<file path="config.mk">
export PLATFORM = sky130hd
export DESIGN_NAME = video_timing_counters
export DESIGN_NICKNAME = d
export VERILOG_FILES = /design/src/rtl/video_timing_pkg.sv /design/src/rtl/mod_n_counter.sv /design/src/rtl/video_timing_counters.sv
export SDC_FILE = /design/constraint.sdc
export NUM_CORES = 1
export LEC_CHECK = 0
export ABC_CLOCK_PERIOD_IN_PS = 3000
export BUFFER_PORTS_ARGS = -buffer_cell sky130_fd_sc_hd__buf_2
export CAP_MARGIN = 0
export CORE_MARGIN = 2
export CORE_UTILIZATION = 30
export DETAILED_ROUTE_END_ITERATION = 6
export GPL_ROUTABILITY_DRIVEN = 1
export PLACE_DENSITY = 0.53
export SYNTH_ARGS = -nofsm -noshare
export SYNTH_HDL_FRONTEND = slang
export SYNTH_HIERARCHICAL = 1
export SYNTH_SLANG_ARGS = --single-unit
</file>
<file path="constraint.sdc">
create_clock -name CLK_DRV -period 3 [get_ports CLK_DRV]
set_input_delay 0.6 -clock CLK_DRV [delete_from_list [all_inputs] [get_ports CLK_DRV]]
set_output_delay 0.6 -clock CLK_DRV [all_outputs]
set_load 0.03 [all_outputs]
</file>
<file path="src/rtl/video_timing_pkg.sv">
// video_timing_pkg
//   Shared constants and types for the H/V video timing counter chain.
//   - H_TOTAL_DEF / V_TOTAL_DEF : default pixels per line / lines per frame
//   - *_BIT                     : count-tap bit indices used by the sync stage
//   - hcnt_t / vcnt_t           : count types at the default widths
package video_timing_pkg;

  localparam int H_TOTAL_DEF = 455;
  localparam int V_TOTAL_DEF = 262;
  localparam int H_WIDTH_DEF = 9;
  localparam int V_WIDTH_DEF = 9;

  // Tap indices: bit n of a count is the (2**n) tap.
  localparam int H16_BIT = 4;
  localparam int H32_BIT = 5;
  localparam int H64_BIT = 6;
  localparam int V4_BIT  = 2;
  localparam int V8_BIT  = 3;
  localparam int V16_BIT = 4;

  typedef logic [H_WIDTH_DEF-1:0] hcnt_t;
  typedef logic [V_WIDTH_DEF-1:0] vcnt_t;

endpackage

</file>
<file path="src/rtl/mod_n_counter.sv">
// mod_n_counter
//   Enabled modulo-N up counter, 0..N-1.
//   - CLK_DRV : clock
//   - RESET   : async active-high reset, clears CNT
//   - EN      : advance one step on this edge
//   - CNT     : current count
//   - WRAP    : combinational terminal count; the next enabled edge returns CNT to 0
module mod_n_counter #(
  parameter int N = 455,
  parameter int W = 9
) (
  input  logic         CLK_DRV,
  input  logic         RESET,
  input  logic         EN,
  output logic [W-1:0] CNT,
  output logic         WRAP
);

  localparam logic [W-1:0] LAST = W'(N - 1);

  // >= rather than == so a corrupted out-of-range count still recovers.
  assign WRAP = (CNT >= LAST);

  always_ff @(posedge CLK_DRV or posedge RESET) begin
    if (RESET)   CNT <= '0;
    else if (EN) CNT <= WRAP ? '0 : CNT + W'(1);
  end

endmodule

</file>
<file path="src/rtl/video_timing_counters.sv">
// video_timing_counters
//   Free-running horizontal/vertical counter chain feeding the video sync stage.
//   All state on CLK_DRV; the pixel rate is the one-cycle strobe PIX_EN.
//   - CLK_DRV, RESET (async active-high), PIX_EN
//   - HCNT / VCNT          : counts; bit n is the (2**n)H / (2**n)V tap
//   - HRESET / HRESET_N    : high for the pixel period where HCNT==0
//   - VRESET / VRESET_N    : high for the line where VCNT==0
//   - LINE_TICK            : one-cycle pulse on the enable that wraps HCNT
//   - FRAME_TICK           : one-cycle pulse on the enable that wraps HCNT and VCNT
module video_timing_counters
  import video_timing_pkg::*;
#(
  parameter int H_TOTAL = H_TOTAL_DEF,
  parameter int V_TOTAL = V_TOTAL_DEF,
  parameter int H_WIDTH = H_WIDTH_DEF,
  parameter int V_WIDTH = V_WIDTH_DEF
) (
  input  logic               CLK_DRV,
  input  logic               RESET,
  input  logic               PIX_EN,
  output logic [H_WIDTH-1:0] HCNT,
  output logic [V_WIDTH-1:0] VCNT,
  output logic               HRESET,
  output logic               HRESET_N,
  output logic               VRESET,
  output logic               VRESET_N,
  output logic               LINE_TICK,
  output logic               FRAME_TICK
);

  logic h_wrap, v_wrap, v_en;
  logic hreset_q, vreset_q, line_tick_q, frame_tick_q;

  // V steps on the same edge that wraps H, so there is no carry latency.
  assign v_en = PIX_EN & h_wrap;

  mod_n_counter #(.N(H_TOTAL), .W(H_WIDTH)) u_hcnt (
    .CLK_DRV (CLK_DRV),
    .RESET   (RESET),
    .EN      (PIX_EN),
    .CNT     (HCNT),
    .WRAP    (h_wrap)
  );

  mod_n_counter #(.N(V_TOTAL), .W(V_WIDTH)) u_vcnt (
    .CLK_DRV (CLK_DRV),
    .RESET   (RESET),
    .EN      (v_en),
    .CNT     (VCNT),
    .WRAP    (v_wrap)
  );

  // HRESET/VRESET track "count is now 0"; they are registered alongside the
  // counters rather than decoded so they come straight off a flop. Reset
  // leaves them low: the first pulse appears only after a full line/frame.
  always_ff @(posedge CLK_DRV or posedge RESET) begin
    if (RESET) begin
      hreset_q     <= 1'b0;
      vreset_q     <= 1'b0;
      line_tick_q  <= 1'b0;
      frame_tick_q <= 1'b0;
    end else begin
      line_tick_q  <= v_en;
      frame_tick_q <= v_en & v_wrap;
      if (PIX_EN) hreset_q <= h_wrap;
      if (v_en)   vreset_q <= v_wrap;
    end
  end

  // Each signal and its complement come from the same flop.
  assign HRESET     = hreset_q;
  assign HRESET_N   = ~hreset_q;
  assign VRESET     = vreset_q;
  assign VRESET_N   = ~vreset_q;
  assign LINE_TICK  = line_tick_q;
  assign FRAME_TICK = frame_tick_q;

endmodule
</file>
## Word-level counts from Yosys, hierarchy flattened

Cells that the tools add are included.

| storage, ports and cells | value |
|---|---|
| register bits | 22 |
| word-level logic and storage cells | 16 |
| bits of input ports | 3 |
| output and inout port bits | 24 |

| operators by class | value |
|---|---|
| $lt $le $gt $ge | 2 |
| bitwise gates (word level) | 4 |
| $add $sub $neg | 2 |
| mux-type cells | 2 |

Operators by type and width:

| cell | number |
|---|---|
| $add 9x1->9 const B | 2 |
| $ge 9x9->1 const B | 2 |
| $mux 9 | 2 |
| $and 1x1->1 | 2 |
| $not 1->1 | 2 |

## Longest topological paths before layout

Gate-level depths: netlist of the first run.

| depth | value |
|---|---|
| word-level depth | 3 |
| depth in mapped cells | 11 |
| mapped depth without buffers | 10 |

## Modules after synthesis

The synthesis of the first run kept the hierarchy.

By module, submodules not included:

| module | sequential area each (µm²) | cells an instance | area an instance (µm²) | instances |
|---|---|---|---|---|
| mod_n_counter (u_vcnt) | 225.2 | 57 | 531.8 | 1 |
| mod_n_counter (u_hcnt) | 225.2 | 52 | 483.0 | 1 |
| video_timing_counters | 100.1 | 12 | 142.6 | 1 |

## Least setup slack after synthesis of the first run

Ideal clock, no wire load.

| path | value |
|---|---|
| kind | register to register |
| start point | register u_hcnt.CNT[1] |
| end point | register u_vcnt.CNT[7] |
| required time | 2.869 ns |
| arrival | 2.090 ns |
| stages on the path, launching flop included | 11 |
| path slack | 0.779 ns |
| setup time | 0.131 ns |
| cells stage by stage | dfrtp_1 ha_1 o21ai_0 a211oi_2 nand2_1 inv_1 buf_2 nand2_1 nor3_1 xnor2_1 nor2_1 |

| between the ends | value |
|---|---|
| word-level cells in the longest chain between the ends | 2 |

RTL lines:

| element | line | RTL |
|---|---|---|
| from (decl) | mod_n_counter.sv:15 | `output logic [W-1:0] CNT,` |
| from (signal assigned) | mod_n_counter.sv:26 | `else if (EN) CNT <= WRAP ? '0 : CNT + W'(1);` |
| $ge 9x9->1 | mod_n_counter.sv:22 | `assign WRAP = (CNT >= LAST);` |
| named net h_wrap | video_timing_counters.sv:31 | `logic h_wrap, v_wrap, v_en;` |
| $and 1x1->1 | video_timing_counters.sv:35 | `assign v_en = PIX_EN & h_wrap;` |
| named net v_en | video_timing_counters.sv:31 |  |
| to (signal assigned) | mod_n_counter.sv:26 |  |
| to (decl) | mod_n_counter.sv:15 |  |

The timed path passes the listed nets, and every way through them passes these cells.
A chain may end at the register's enable or synchronous reset.

## Final worst setup path of the first run

| path | value |
|---|---|
| start point | register u_hcnt.CNT[0] |
| end point | register u_vcnt.CNT[8] |

Same word-level chain as after synthesis.

==> results of run 1 <==
[metrics by stage]
stage	hold WS, ps	instances	power, mW	util, %	setup slack [ps]
6_report	238	196	0.765	37.6	476
3_5_place_dp	507	192	0.566	36.1	515
2_1_floorplan	366	121	0.506	-	779
3_3_place_gp	510	192	0.562	36.1	672
5_1_grt	245	196	0.819	37.6	214
4_1_cts	242	196	0.779	37.6	485
[power by group through the flow]
stage	combinational [mW]	clock [mW]	sequential [mW]
global route	0.198	0.235	0.386
floorplan	0.0694	0	0.437
detailed placement	0.182	0	0.384
CTS	0.181	0.219	0.379
global placement	0.180	0	0.382
finish	0.179	0.208	0.378
[final timing paths]
kind	slack [ps]	end
max in group asynchronous	2400	u_hcnt/CNT[6]
max reg2reg	480	u_vcnt/CNT[8]
min	240	HRESET
max	480	u_vcnt/CNT[8]
min in group CLK_DRV	510	VRESET
min reg2reg	510	VRESET
[cells in the final DEF (no fill, tap or decap), drive strengths merged, types with 2 or more instances in the layout]
cell / instances
dfrtp: 22
a21o: 2
o22ai: 2
nand2: 11
nor3: 4
xor2: 2
ha: 4
nor2: 12
inv: 11
nand4: 5
o21ai: 7
a21oi: 6
o31ai: 2
buf: 26
nand2b: 4
nand3: 6
or3: 3
a211oi: 2
clkbuf: 4
xnor2: 4
[critical path, stage by stage, from the launching register on]
cell	delay, ps
dfrtp_1	440
inv_1	100
ha_1	140
o21ai_0	120
a211oi_2	410
nand2_1	150
inv_1	340
nand4_1	240
nor3_1	270
xnor2_1	140
nor2_1	50
[synthesized netlist by cell type (2+ instances only)]
cell	instances	share of area, %
o31ai_1	2	1.3
o21ai_1	2	0.86
nand2b_1	4	2.2
nand3_1	6	2.6
or3_1	3	1.6
o21ai_0	5	2.2
nor2_1	12	3.9
nand2_1	11	3.6
nor3_1	3	1.3
xor2_1	2	1.5
inv_1	11	3.6
a21oi_1	5	2.2
buf_2	2	0.86
dfrtp_1	22	48
nand4_1	4	2.2
ha_1	4	4.3
a21o_1	2	1.3
o22ai_1	2	1.1
xnor2_1	4	3.0
a211oi_2	2	2.2
[layer usage]
| layer | up-vias | share of wire [%] | GRT usage, % |
|---|---|---|---|
| li1 | 472 | - | - |
| met1 | 447 | 46 | 16.1 |
| met2 | 21 | 49 | 21.5 |
| met3 | 2 | 4.6 | 1.70 |
| met4 | 0 | 0.32 | 3.83 |
| met5 | - | 0 | 0 |
[cells by family (layout without fill, tap and decap cells)]
| logic type | Yosys count | count (layout) |
|---|---|---|
| and+or+nand+nor | 50 | 50 |
| AOI/OAI and AO/OA | 25 | 25 |
| DFF | 22 | 22 |
| buffers and inverters | 14 | 41 |
| xor gates and xnor gates | 6 | 6 |
| adders and majority gates | 4 | 4 |
[area by class of cell]
type,instances,area (um2)
Timing Repair Buffer,26,130
Clock buffer,4,55.1
Multi-Input combinational cell,85,548
Inverter,11,41.3
Sequential cell,22,551
Tap cell,48,60.1
Fill cell,373,2300
[registers in the layout (all words and copies together) (netlist names)]
name / count
HRESET: 1
u_vcnt/CNT: 9
FRAME_TICK: 1
u_hcnt/CNT: 9
LINE_TICK: 1
VRESET: 1
==> qor.csv, run 1 <==
metric,value,unit
outcome,completed,
relSlewSlack,66.3,%
critPathMaxFanout,13,
cp-startpoint,u_hcnt/CNT[0],
fin_worst_skew,4.45,ps
clk_transition_reported_paths,80,ps
cts_tree,yes,
synth_flop_cell,dfrtp_1,
core,0.00369,mm2
comb_power_share,23.4,%
switching_share,34.8,%
first_iter_violations,47,
drive_above_1_share,25.7,%
synth_fa_ha_area_share,4.32,%
grt_overflow_total,0,
gp_congestion,0.761,
hpwlAfterDp,1940,um
synth_edf_count,0,
yosys.area_share.xor_xnor,4.54,%
critPathArrivalTime,2660,ps
clock_latency,250,ps
initial_core_util,31.4,%
dieHeight,66.1,um
period_minus_slack,2520,ps
cts.path.max_buffers,2,
root_buffer,clkbuf_8,
grt_pass1_wl,4250,um
hold_path.class,in -> async,
start_kind,flip-flop,
post_dp_cell_area,0.00133,mm2
syn_area_per_cell,9.56,um2
fin_nets,156,
syn_inst,121,
dieArea,0.00437,mm2
internal_power,0.499,mW
finalMaxSlewViolations,0,
p_switching,0.266,mW
yosys-mux-area-fraction,0,%
drt-pass1-iter-count,4,
yosys.area_share.simple,23.8,%
p_per_area,552,mW/mm2
timing_worst_setup_path_type,reg -> reg,
synth_top_family_by_area,simple AND/OR/NAND/NOR gates,
syn-num-nets,128,
num_antenna_cells,0,
end_kind,flip-flop,
final-setup-viol-count,0,
num_vias,942,
drc,0,
cts_buffers,3,
r2r_cells,10,
synth_cell_types,33,
cts_sinks,22,
htree_levels,1,
dieWidth,66.1,um
gr-usage-all-layers,12.5,%
min_period_over_period,84.1,%
ctsResizeCount,0,
synth.cell_area,0.00116,mm2
clkPwrFrac,27.2,%
ir_worst_vdd,197,uV
tightest_slew,505,ps
antenna_found_initial,0,
drt-total-wl,2490,um
vias_per_cell,4.81,
max-cap-violations,0,
ant_nets,0,
leakage,0.687,nW
portBuffers,26,
rows,22,
finalSetupTns,0,ps
async_flop_share,100,%
rsz0062_at_grt,false,
pin_count,27,
fin_area,0.00139,mm2
sequentialPowerShare,49.4,%
first_global_vias,904,
r2r-start,u_hcnt/CNT[0],
hold_buffers,0,
cts_setup_buffers,0,
synth_compound_gate_area_share,14.7,%
wire_per_inst,12.7,um
required,3130,ps
ys_warn_count,6,
max_freq,0.396,GHz
finalHoldViolations,0,
grt_start_max_net_pins,14,
ys_seq_elements,22,
area_delta_synth_final,19.7,%
seq_area_frac_synth,47.6,%
(Power assumes the default switching activity.)
==> run 2, diff against run 1 <==
Settings changed: ABC_AREA set to 1, ABC_CLOCK_PERIOD_IN_PS 3000 to 2500, PLACE_DENSITY 0.53 to 0.52.
Clock period 3 ns to 2.5 ns, I/O delays scaled along.
==> qor.csv, run 2 <==
metric,value,unit,change
fin_nets,214,,+37%
dpl.cell_count,252,,+31%
num_vias,1067,,+13%
max-cap-violations,0,,unchanged
drive_above_1_share,20.4,%,-5.3 points
dieArea,0.00481,mm2,+10%
cts_setup_buffers,0,,unchanged
syn-num-nets,183,,+43%
leakage,0.912,nW,+33%
min_period_over_period,76.6,%,-7.5 points
critPathArrivalTime,2070,ps,-590 ps
ir_worst_vdd,280,uV,+42%
synth_edf_count,0,,unchanged
synth_top_cell_area_share,43.0,%,-4.6 points
synth.area.top_cells,"dfrtp_1 43%, nand2_1 17%, inv_1 11%",,
outcome,completed,,
synth_cell_types,19,,-42%
required,2650,ps,-480 ps
end_kind,flip-flop,,
finalHoldViolations,0,,unchanged
tightest_slew,384,ps,-121 ps
async_flop_share,100,%,unchanged
critPathMaxFanout,5,,-8
rows,23,,+4.5%
fin_worst_skew,4.90,ps,+0.450 ps
start_kind,flip-flop,,
antenna_found_initial,0,,unchanged
num_antenna_cells,0,,unchanged
first_global_vias,958,,+6.0%
setup_ws,584,ps,+108 ps
p_per_area,892,mW/mm2,+61%
area_delta_synth_final,19.3,%,
clk_transition_reported_paths,80,ps,about the same
grt_start_max_net_pins,13,,-1
max_freq,0.522,GHz,+32%
drt-total-wl,2540,um,+1.8%
synth_area_leader_cell,dfrtp_1,,
portBuffers,26,,unchanged
drt-pass1-iter-count,4,,unchanged
core,0.00406,mm2,+10%
wire_per_inst,9.92,um,-22%
hpwlAfterDp,1950,um,+0.59%
dieWidth,69.4,um,+4.9%
finalSetupTns,0,ps,unchanged
cts.path.max_buffers,2,,unchanged
ant_nets,0,,unchanged
synth.cell_area,0.00128,mm2,+11%
synth.most_common_cell,nand2_1,,
seq_area_frac_synth,43.0,%,-4.6 points
hold_path.class,in -> async,,
clock_latency,260,ps,about the same
finalMaxSlewViolations,0,,unchanged
syn_inst,176,,+45%
ys_warn_count,6,,unchanged
timing_worst_setup_path_type,reg -> reg,,
grt_overflow_total,0,,unchanged
drc,0,,unchanged
period_minus_slack,1920,ps,-608 ps
cts_tree,yes,,
synth_flop_cell,dfrtp_1,,
final_common_cell,nand2_1,,
root_buffer,clkbuf_8,,
relSlewSlack,74.4,%,+8.1 points
first_iter_violations,64,,+36%
initial_core_util,31.6,%,+0.20 points
final-setup-viol-count,0,,unchanged
layout_common_cells,"59 x nand2_1, 39 x inv_1, 26 x buf_2",,
syn_area_per_cell,7.28,um2,-24%
ctsResizeCount,0,,unchanged
cts_sinks,22,,unchanged
dp_worst_setup_slack,597,ps,+82.3 ps
gp_congestion,0.728,,-4.4%
grt_pass1_wl,4310,um,+1.5%
pin_count,27,,unchanged
cts_buffers,3,,unchanged
layoutNonFillerInstCount,256,,+31%
hold_buffers,0,,unchanged
vias_per_cell,4.17,,-13%
gr-usage-all-layers,10.9,%,-1.6 points
ys_seq_elements,22,,unchanged
rsz0062_at_grt,false,,
reg.largest.list,"u_hcnt/CNT x9, u_vcnt/CNT x9",,
htree_levels,1,,unchanged
synthTopCellsByCount,"59 x nand2_1, 39 x inv_1, 22 x dfrtp_1, 14 x nor2_1, 11 x nand3_1",,
dieHeight,69.4,um,+4.9%
## run 2: worst paths after layout
check / startpoint / end / slack (ps) / cells past startpoint
worst max-delay path: u_hcnt/CNT[0] / u_vcnt/CNT[6] / 580 / 15
worst min-delay path: RESET / VRESET / 120 / 2
worst max register to register: u_hcnt/CNT[0] / u_vcnt/CNT[6] / 580 / 15
worst min register to register: VRESET / VRESET / 510 / 2
max in group asynchronous: RESET / u_vcnt/CNT[6] / 2000 / 2
min in group CLK_DRV: VRESET / VRESET / 510 / 2
## run 2: critical path, cell delays in order, from the launching register on
cell and delay (ps):
dfrtp_1 430, inv_1 90, ha_1 140, nand2_1 50
nand2_1 80, nor2_2 60, nor2_4 130, nand2_1 100
inv_1 130, nand2_1 130, nor2_4 170, nand3_1 80
nand2_1 70, inv_1 40, nand2_1 60, inv_1 40
## run 2: layout make-up
| class | count | area (um2) |
|---|---|---|
| timing repair buffer | 26 | 130 |
| multi-input combinational | 115 | 584 |
| sequential | 22 | 551 |
| fill | 438 | 2530 |
| clock buffer | 4 | 55.1 |
| inverter | 39 | 146 |
| tap | 50 | 62.6 |
## run 2: where the power goes
group / switching, mW / internal (mW)
clock network: 0.111 / 0.140
logic: 0.392 / 0.172
registers: 0.109 / 0.441
## run 2: logic make-up after synthesis
kind of cell / Yosys count / share of synthesized area [%]
AOI/OAI and AO/OA: 7 / 2.93
DFF: 22 / 43.0
buffers and inverters: 39 / 11.4
and+or+nand+nor: 100 / 36.0
adders and majority gates: 4 / 3.91
xor gates and xnor gates: 4 / 2.73
## run 2: per-stage QoR
step / util (%) / hold WS [ps] / instance area, um2 / power [mW]
after global routing: 37.7 / 137 / 1530 / 1.48
after CTS: 37.7 / 122 / 1530 / 1.39
after global placement: 36.3 / 409 / 1470 / 1.13
after detailed placement: 36.3 / 411 / 1470 / 1.13
final: 37.7 / 124 / 1530 / 1.36
after floorplan: - / 266 / 1280 / 0.974
## run 2: metal layers
layer,wire length (um),GRT usage (%)
met1,1280,14.7
met2,1140,17.7
met3,120,1.89
met4,0,3.27
met5,0,0
